--- src/rtl/reset_seq_pkg.sv ---
// Shared types for the reset sequencer: FSM state encoding and reset-cause codes.
package reset_seq_pkg;

  // Sequencer states
  typedef enum logic [1:0] {
    ST_HOLD      = 2'd0,
    ST_WAIT_LOCK = 2'd1,
    ST_RELEASE   = 2'd2,
    ST_RUN       = 2'd3
  } seq_state_e;

  // Cause of the most recent reset
  localparam logic [1:0] CAUSE_POWER  = 2'd0;
  localparam logic [1:0] CAUSE_BUTTON = 2'd1;
  localparam logic [1:0] CAUSE_LOCK   = 2'd2;

endpackage

--- src/rtl/sync_filter.sv ---
// Two-flop synchroniser followed by a consecutive-cycle level filter.
//   clk, reset : clock, async active-high reset (flops reset to 0 = safe level)
//   din        : asynchronous input
//   level_c    : filtered level
// SYMMETRIC=1: both edges need CYCLES stable synchronised cycles (button debounce).
// SYMMETRIC=0: rising edge needs CYCLES high cycles, a low synchronised sample
//              drops level_c in the same cycle (lock filter).
module sync_filter #(
  parameter int unsigned CYCLES    = 16,
  parameter bit          SYMMETRIC = 1'b1
) (
  input  logic clk,
  input  logic reset,
  input  logic din,
  output logic level_c
);

  localparam int unsigned CNT_W = $clog2(CYCLES) + 1;

  logic             meta_q;
  logic             sync_q;
  logic             level_q;
  logic             level_d;
  logic [CNT_W-1:0] cnt_q;
  logic [CNT_W-1:0] cnt_d;

  // Filter next-state: count consecutive samples that disagree with the held level
  always_comb begin
    level_d = level_q;
    cnt_d   = cnt_q;
    if (SYMMETRIC) begin
      if (sync_q == level_q) begin
        cnt_d = '0;
      end else if (cnt_q == CNT_W'(CYCLES - 1)) begin
        level_d = sync_q;
        cnt_d   = '0;
      end else begin
        cnt_d = cnt_q + CNT_W'(1);
      end
    end else begin
      if (!sync_q) begin
        level_d = 1'b0;
        cnt_d   = '0;
      end else if (!level_q) begin
        if (cnt_q == CNT_W'(CYCLES - 1)) begin
          level_d = 1'b1;
          cnt_d   = '0;
        end else begin
          cnt_d = cnt_q + CNT_W'(1);
        end
      end
    end
  end

  // Synchroniser and filter registers
  always_ff @(posedge clk or posedge reset) begin
    if (reset) begin
      meta_q  <= 1'b0;
      sync_q  <= 1'b0;
      level_q <= 1'b0;
      cnt_q   <= '0;
    end else begin
      meta_q  <= din;
      sync_q  <= meta_q;
      level_q <= level_d;
      cnt_q   <= cnt_d;
    end
  end

  // Loss of an asymmetric input is reported on the first low synchronised sample
  assign level_c = SYMMETRIC ? level_q : (level_q & sync_q);

endmodule

--- src/rtl/reset_sequencer.sv ---
// Sequenced reset generator: debounces NRST, filters pll_lock and releases
// NUM_STAGES resets one after another, STAGE_DELAY cycles apart.
//   clk, reset       : clock, async active-high power-on reset
//   NRST             : board reset button (active low, asynchronous)
//   pll_lock         : PLL lock indicator (asynchronous)
//   stage_reset      : active-high stage resets, bit 0 released first
//   all_released     : every stage out of reset
//   reset_cause      : last reset cause (POWER/BUTTON/LOCK)
//   lock_lost_count  : saturating count of lock-loss events
module reset_sequencer #(
  parameter int unsigned NUM_STAGES      = 4,
  parameter int unsigned DEBOUNCE_CYCLES = 1024,
  parameter int unsigned STAGE_DELAY     = 256,
  parameter int unsigned LOCK_FILTER     = 16
) (
  input  logic                  clk,
  input  logic                  reset,
  input  logic                  NRST,
  input  logic                  pll_lock,
  output logic [NUM_STAGES-1:0] stage_reset,
  output logic                  all_released,
  output logic [1:0]            reset_cause,
  output logic [7:0]            lock_lost_count
);

  import reset_seq_pkg::*;

  localparam int unsigned DLY_W = $clog2(STAGE_DELAY) + 1;
  localparam int unsigned IDX_W = $clog2(NUM_STAGES) + 1;

  seq_state_e            state_q;
  seq_state_e            state_d;
  logic [NUM_STAGES-1:0] stage_d;
  logic                  all_rel_d;
  logic [1:0]            cause_d;
  logic [7:0]            lost_d;
  logic [DLY_W-1:0]      dly_q;
  logic [DLY_W-1:0]      dly_d;
  logic [IDX_W-1:0]      idx_q;
  logic [IDX_W-1:0]      idx_d;

  logic btn_level;
  logic lock_good;
  logic press_c;
  logic lock_loss_c;

  // Button debounce (level high = released)
  sync_filter #(.CYCLES(DEBOUNCE_CYCLES), .SYMMETRIC(1'b1)) u_btn_filter (
    .clk     (clk),
    .reset   (reset),
    .din     (NRST),
    .level_c (btn_level)
  );

  // Lock qualification
  sync_filter #(.CYCLES(LOCK_FILTER), .SYMMETRIC(1'b0)) u_lock_filter (
    .clk     (clk),
    .reset   (reset),
    .din     (pll_lock),
    .level_c (lock_good)
  );

  // Next-state and output logic
  always_comb begin
    state_d   = state_q;
    stage_d   = stage_reset;
    all_rel_d = all_released;
    cause_d   = reset_cause;
    lost_d    = lock_lost_count;
    dly_d     = dly_q;
    idx_d     = idx_q;

    press_c     = ~btn_level;
    // Lock is known good on entry to RELEASE, so any low seen here is a falling edge
    lock_loss_c = ((state_q == ST_RELEASE) || (state_q == ST_RUN)) && !lock_good;

    case (state_q)
      ST_HOLD: begin
        stage_d   = '1;
        all_rel_d = 1'b0;
        if (!press_c) state_d = ST_WAIT_LOCK;
      end
      ST_WAIT_LOCK: begin
        stage_d   = '1;
        all_rel_d = 1'b0;
        if (lock_good) begin
          state_d = ST_RELEASE;
          dly_d   = '0;
          idx_d   = '0;
        end
      end
      ST_RELEASE: begin
        if (dly_q == DLY_W'(STAGE_DELAY - 1)) begin
          dly_d = '0;
          idx_d = idx_q + IDX_W'(1);
          for (int unsigned k = 0; k < NUM_STAGES; k++) begin
            if (idx_q == IDX_W'(k)) stage_d[k] = 1'b0;
          end
          if (idx_q == IDX_W'(NUM_STAGES - 1)) begin
            state_d   = ST_RUN;
            all_rel_d = 1'b1;
          end
        end else begin
          dly_d = dly_q + DLY_W'(1);
        end
      end
      ST_RUN: begin
        all_rel_d = 1'b1;
      end
      default: begin
        state_d = ST_HOLD;
      end
    endcase

    // Events: button wins over lock loss, but a coincident loss is still counted
    if (state_q != ST_HOLD) begin
      if (lock_loss_c && (lock_lost_count != 8'hFF)) begin
        lost_d = lock_lost_count + 8'd1;
      end
      if (press_c) begin
        state_d   = ST_HOLD;
        cause_d   = CAUSE_BUTTON;
        stage_d   = '1;
        all_rel_d = 1'b0;
      end else if (lock_loss_c) begin
        state_d   = ST_WAIT_LOCK;
        cause_d   = CAUSE_LOCK;
        stage_d   = '1;
        all_rel_d = 1'b0;
      end
    end
  end

  // State and output registers
  always_ff @(posedge clk or posedge reset) begin
    if (reset) begin
      state_q         <= ST_HOLD;
      stage_reset     <= '1;
      all_released    <= 1'b0;
      reset_cause     <= CAUSE_POWER;
      lock_lost_count <= 8'd0;
      dly_q           <= '0;
      idx_q           <= '0;
    end else begin
      state_q         <= state_d;
      stage_reset     <= stage_d;
      all_released    <= all_rel_d;
      reset_cause     <= cause_d;
      lock_lost_count <= lost_d;
      dly_q           <= dly_d;
      idx_q           <= idx_d;
    end
  end

endmodule

--- config.mk ---
export PLATFORM = sky130hd
export DESIGN_NAME = reset_sequencer
export DESIGN_NICKNAME = d
export VERILOG_FILES = /design/src/rtl/reset_seq_pkg.sv /design/src/rtl/sync_filter.sv /design/src/rtl/reset_sequencer.sv
export SDC_FILE = /design/constraint.sdc
export NUM_CORES = 1
export LEC_CHECK = 0
export BUFFER_PORTS_ARGS = -buffer_cell sky130_fd_sc_hd__buf_2
export CORE_ASPECT_RATIO = 1.1
export CORE_UTILIZATION = 47
export DETAILED_ROUTE_END_ITERATION = 10
export GPL_TIMING_DRIVEN = 0
export PLACE_DENSITY = 0.78
export SKIP_CTS_REPAIR_TIMING = 1
export SLEW_MARGIN = 10
export SYNTH_ARGS = -nofsm -noshare
export SYNTH_HDL_FRONTEND = slang
export SYNTH_HIERARCHICAL = 1
export SYNTH_SLANG_ARGS = --single-unit
--- constraint.sdc ---
create_clock -name clk -period 1.7 [get_ports clk]
set_input_delay 0.085 -clock clk [delete_from_list [all_inputs] [get_ports clk]]
set_output_delay 0.085 -clock clk [all_outputs]
set_load 0.005 [all_outputs]
==> impl_metrics.yaml <==
detailed_routing:
  firstDrtPassIters: 6
  route.detailed.drc: 0
  vias: 1822
  drt-total-wl_um: 4390
  wire_per_inst_um: 13.6
  detail-route-antenna-nets: 0
  drt_iter0_markers: 80
  via_per_inst: 5.62
global_routing:
  busiest_layer: "met2"
  grt.overflow.total: 0
  met1_usage_pct: 22.8
  grt_max_degree: 30
  grt_pass1_wl_um: 7490
  grt_pass1_vias: 1700
  antenna_found_initial: 0
  met3_usage_pct: 4.29
  grtUsageMet2_pct: 27.0
  track_usage_pct: 17.2
worst_setup_path:
  rr_endpoint: "idx_q[1]"
  critPathKind: "reg2reg"
  arrival_ps: 1960
  path_max_fanout: 8
  endpoint_kind: "register"
  reg2reg_from: "state_q[0]"
  start_kind: "register"
  worst-r2r-setup-slack_ps: -70
  cp_data_required_time_ps: 1890
  rr_worst_depth: 6
sta:
  rsz0062_at_grt: "true"
  maxSlewViolCount: 0
  slew_headroom_pct: 28.9
  fmax_mhz: 566
  min_period_ps: 1770
  finalSetupTns_ps: -228
  finalHoldViolCount: 0
  setup_viol: 5
  worstMarginPinSlew_ps: 1060
  setup_ws_ps: -67.2
  finalCritPeriodShare_pct: 104
  skew_ps: 6.69
synth:
  synth_area_leaders: "dfrtp_1 (48%), ha_1 (4.6%), dfstp_2 (4.3%)"
  synth_area_per_cell_um2: 10.5
  synth_top_area_share_pct: 47.8
  synth_cells: 234
  synthArstFlopShare_pct: 100
  yosysWarnings: 6
  netlist_area_um2: 2460
  syn_nets: 247
  ys_ff_latch: 51
  synthFlopType: "dfrtp_1"
  synth_edf_count: 0
  ys_seq_area_share_pct: 52.1
  ys_types: 46
  synth_top_area_cell: "dfrtp_1"
die:
  dieArea_um2: 5530
  pin_count: 19
  die_w_um: 71.0
  rows: 27
  core_um2: 5030
  initial_core_util_pct: 48.9
  die_h_um: 77.9
final_layout:
  nets: 279
  mostFrequentLayoutCells: "dfrtp_1 (43), nand2_1 (24), buf_2 (18), nor2_1 (16), a21oi_1 (14)"
  syn_to_final_growth_pct: 15.7
  nFillCells: 446
  n_antenna_cell: 0
  drive_above_1_share_pct: 21.1
  final_cell_area_um2: 2850
  final_common_cell: "dfrtp_1"
placement:
  post_dp_cell_area_um2: 2620
  place_congestion: 0.811
  dp_hpwl_um: 2960
  io_buffers: 18
cts:
  h-tree-depth: 2
  cts.sinks: 51
  cts_buffer_depth: 2
  cts_root_buffer: "clkbuf_8"
  numCtsBuffers: 5
  clkTransAtPathRegs_ps: 80
  cts_tree: "yes"
  clk_latency_ps: 310
worst_hold_path:
  min_path_type: "in2async"
outcome:
  violations: "negative setup slack"
  status: "complete, but fails checks"
pwr:
  max-vdd-ir-drop_mv: 0.397
  leakagePower_nw: 1.32
  power.density_nw_per_um2: 743
job:
  max_cap_viol_count: 0
-- cells by family (layout without fill, tap and decap cells) --
| family | Yosys count | after routing | share of synthesized area (%) |
|---|---|---|---|
| AOI/OAI and AO/OA | 51 | 51 | 13.7 |
| xor gates and xnor gates | 11 | 11 | 3.91 |
| adders and majority gates | 9 | 9 | 4.58 |
| buffers and inverters | 14 | 46 | 2.44 |
| DFF | 51 | 51 | 52.1 |
| muxes | 5 | 5 | 2.24 |
| and+or+nand+nor | 93 | 93 | 21.1 |
-- where the power goes --
part	internal (W)	switching, W
Clock	0.000431	0.000374
Sequential	0.00123	0.0000149
Combinational	0.0000248	0.0000408
Total	0.00168	0.000430
-- layout make-up --
cell class,count,area [um2],share of cell area [%]
timing repair buffer,26,158,5.54
sequential,51,1290,45.2
clock inverter,1,30.0,1.05
buffer,3,18.8,0.659
tap,58,72.6,2.55
inverter,10,37.5,1.32
clock buffer,6,72.6,2.55
multi-input combinational,169,1170,41.2
-- worst max path at each step --
stage	start	end	cells after the start
6_report	state_q[0]	idx_q[1]	6
3_5_place_dp	u_lock_filter/level_q	lock_lost_count[1]	4
3_3_place_gp	u_lock_filter/level_q	lock_lost_count[1]	4
4_1_cts	u_lock_filter/level_q	lock_lost_count[1]	4
2_1_floorplan	u_lock_filter/level_q	lock_lost_count[1]	4
5_1_grt	state_q[0]	idx_q[2]	6
-- critical path, cell delays in order (launching register included) --
cell	delay, ps
dfrtp_1	380
buf_6	130
or3b_4	380
nor4_4	310
buf_4	180
nor2_2	30
a221o_1	250
-- state kept, by name, indices dropped and copies added (netlist names), 2 cells and up --
signal,count
u_btn_filter/cnt_q,11
u_lock_filter/cnt_q,5
state_q,2
idx_q,3
reset_cause,2
stage_reset,4
dly_q,9
lock_lost_count,8
-- cell usage after synthesis (all sizes together), types with 2 or more instances --
library cell and count:
a22o 2, nor2b 7, and3 8, nor2 17
or3 4, xnor2 6, or2b 2, a31oi 3
dfrtp 47, xor2 5, inv 10, mux2 4
o21ai 15, nand2 24, and2 5, nor3 2
a41oi 3, dfstp 4, clkbuf 3, o31ai 4
ha 9, or4 3, and4b 2, nor4 4
a21oi 14, nand3 8, nand4 4
-- metal layers --
layer | up-vias | wire length [um]
li1 | 907 | -
met1 | 880 | 2100
met2 | 29 | 2100
met3 | 6 | 121
met4 | 0 | 63
met5 | - | 0
-- through the flow --
step                      setup WS [ps]  hold WS (ps)  instances  util (%)  total power, W
after global placement             -186          69.2        310      52.1         0.00133
after detailed placement           -198          68.7        310      52.1         0.00133
after floorplan                    21.5         -99.3        234         -         0.00131
after CTS                          -218          -265        317      54.2         0.00214
after global routing               -126           310        324      56.6         0.00219
final                             -67.2           284        324      56.6         0.00212
Power figures use the tool's default switching activity.
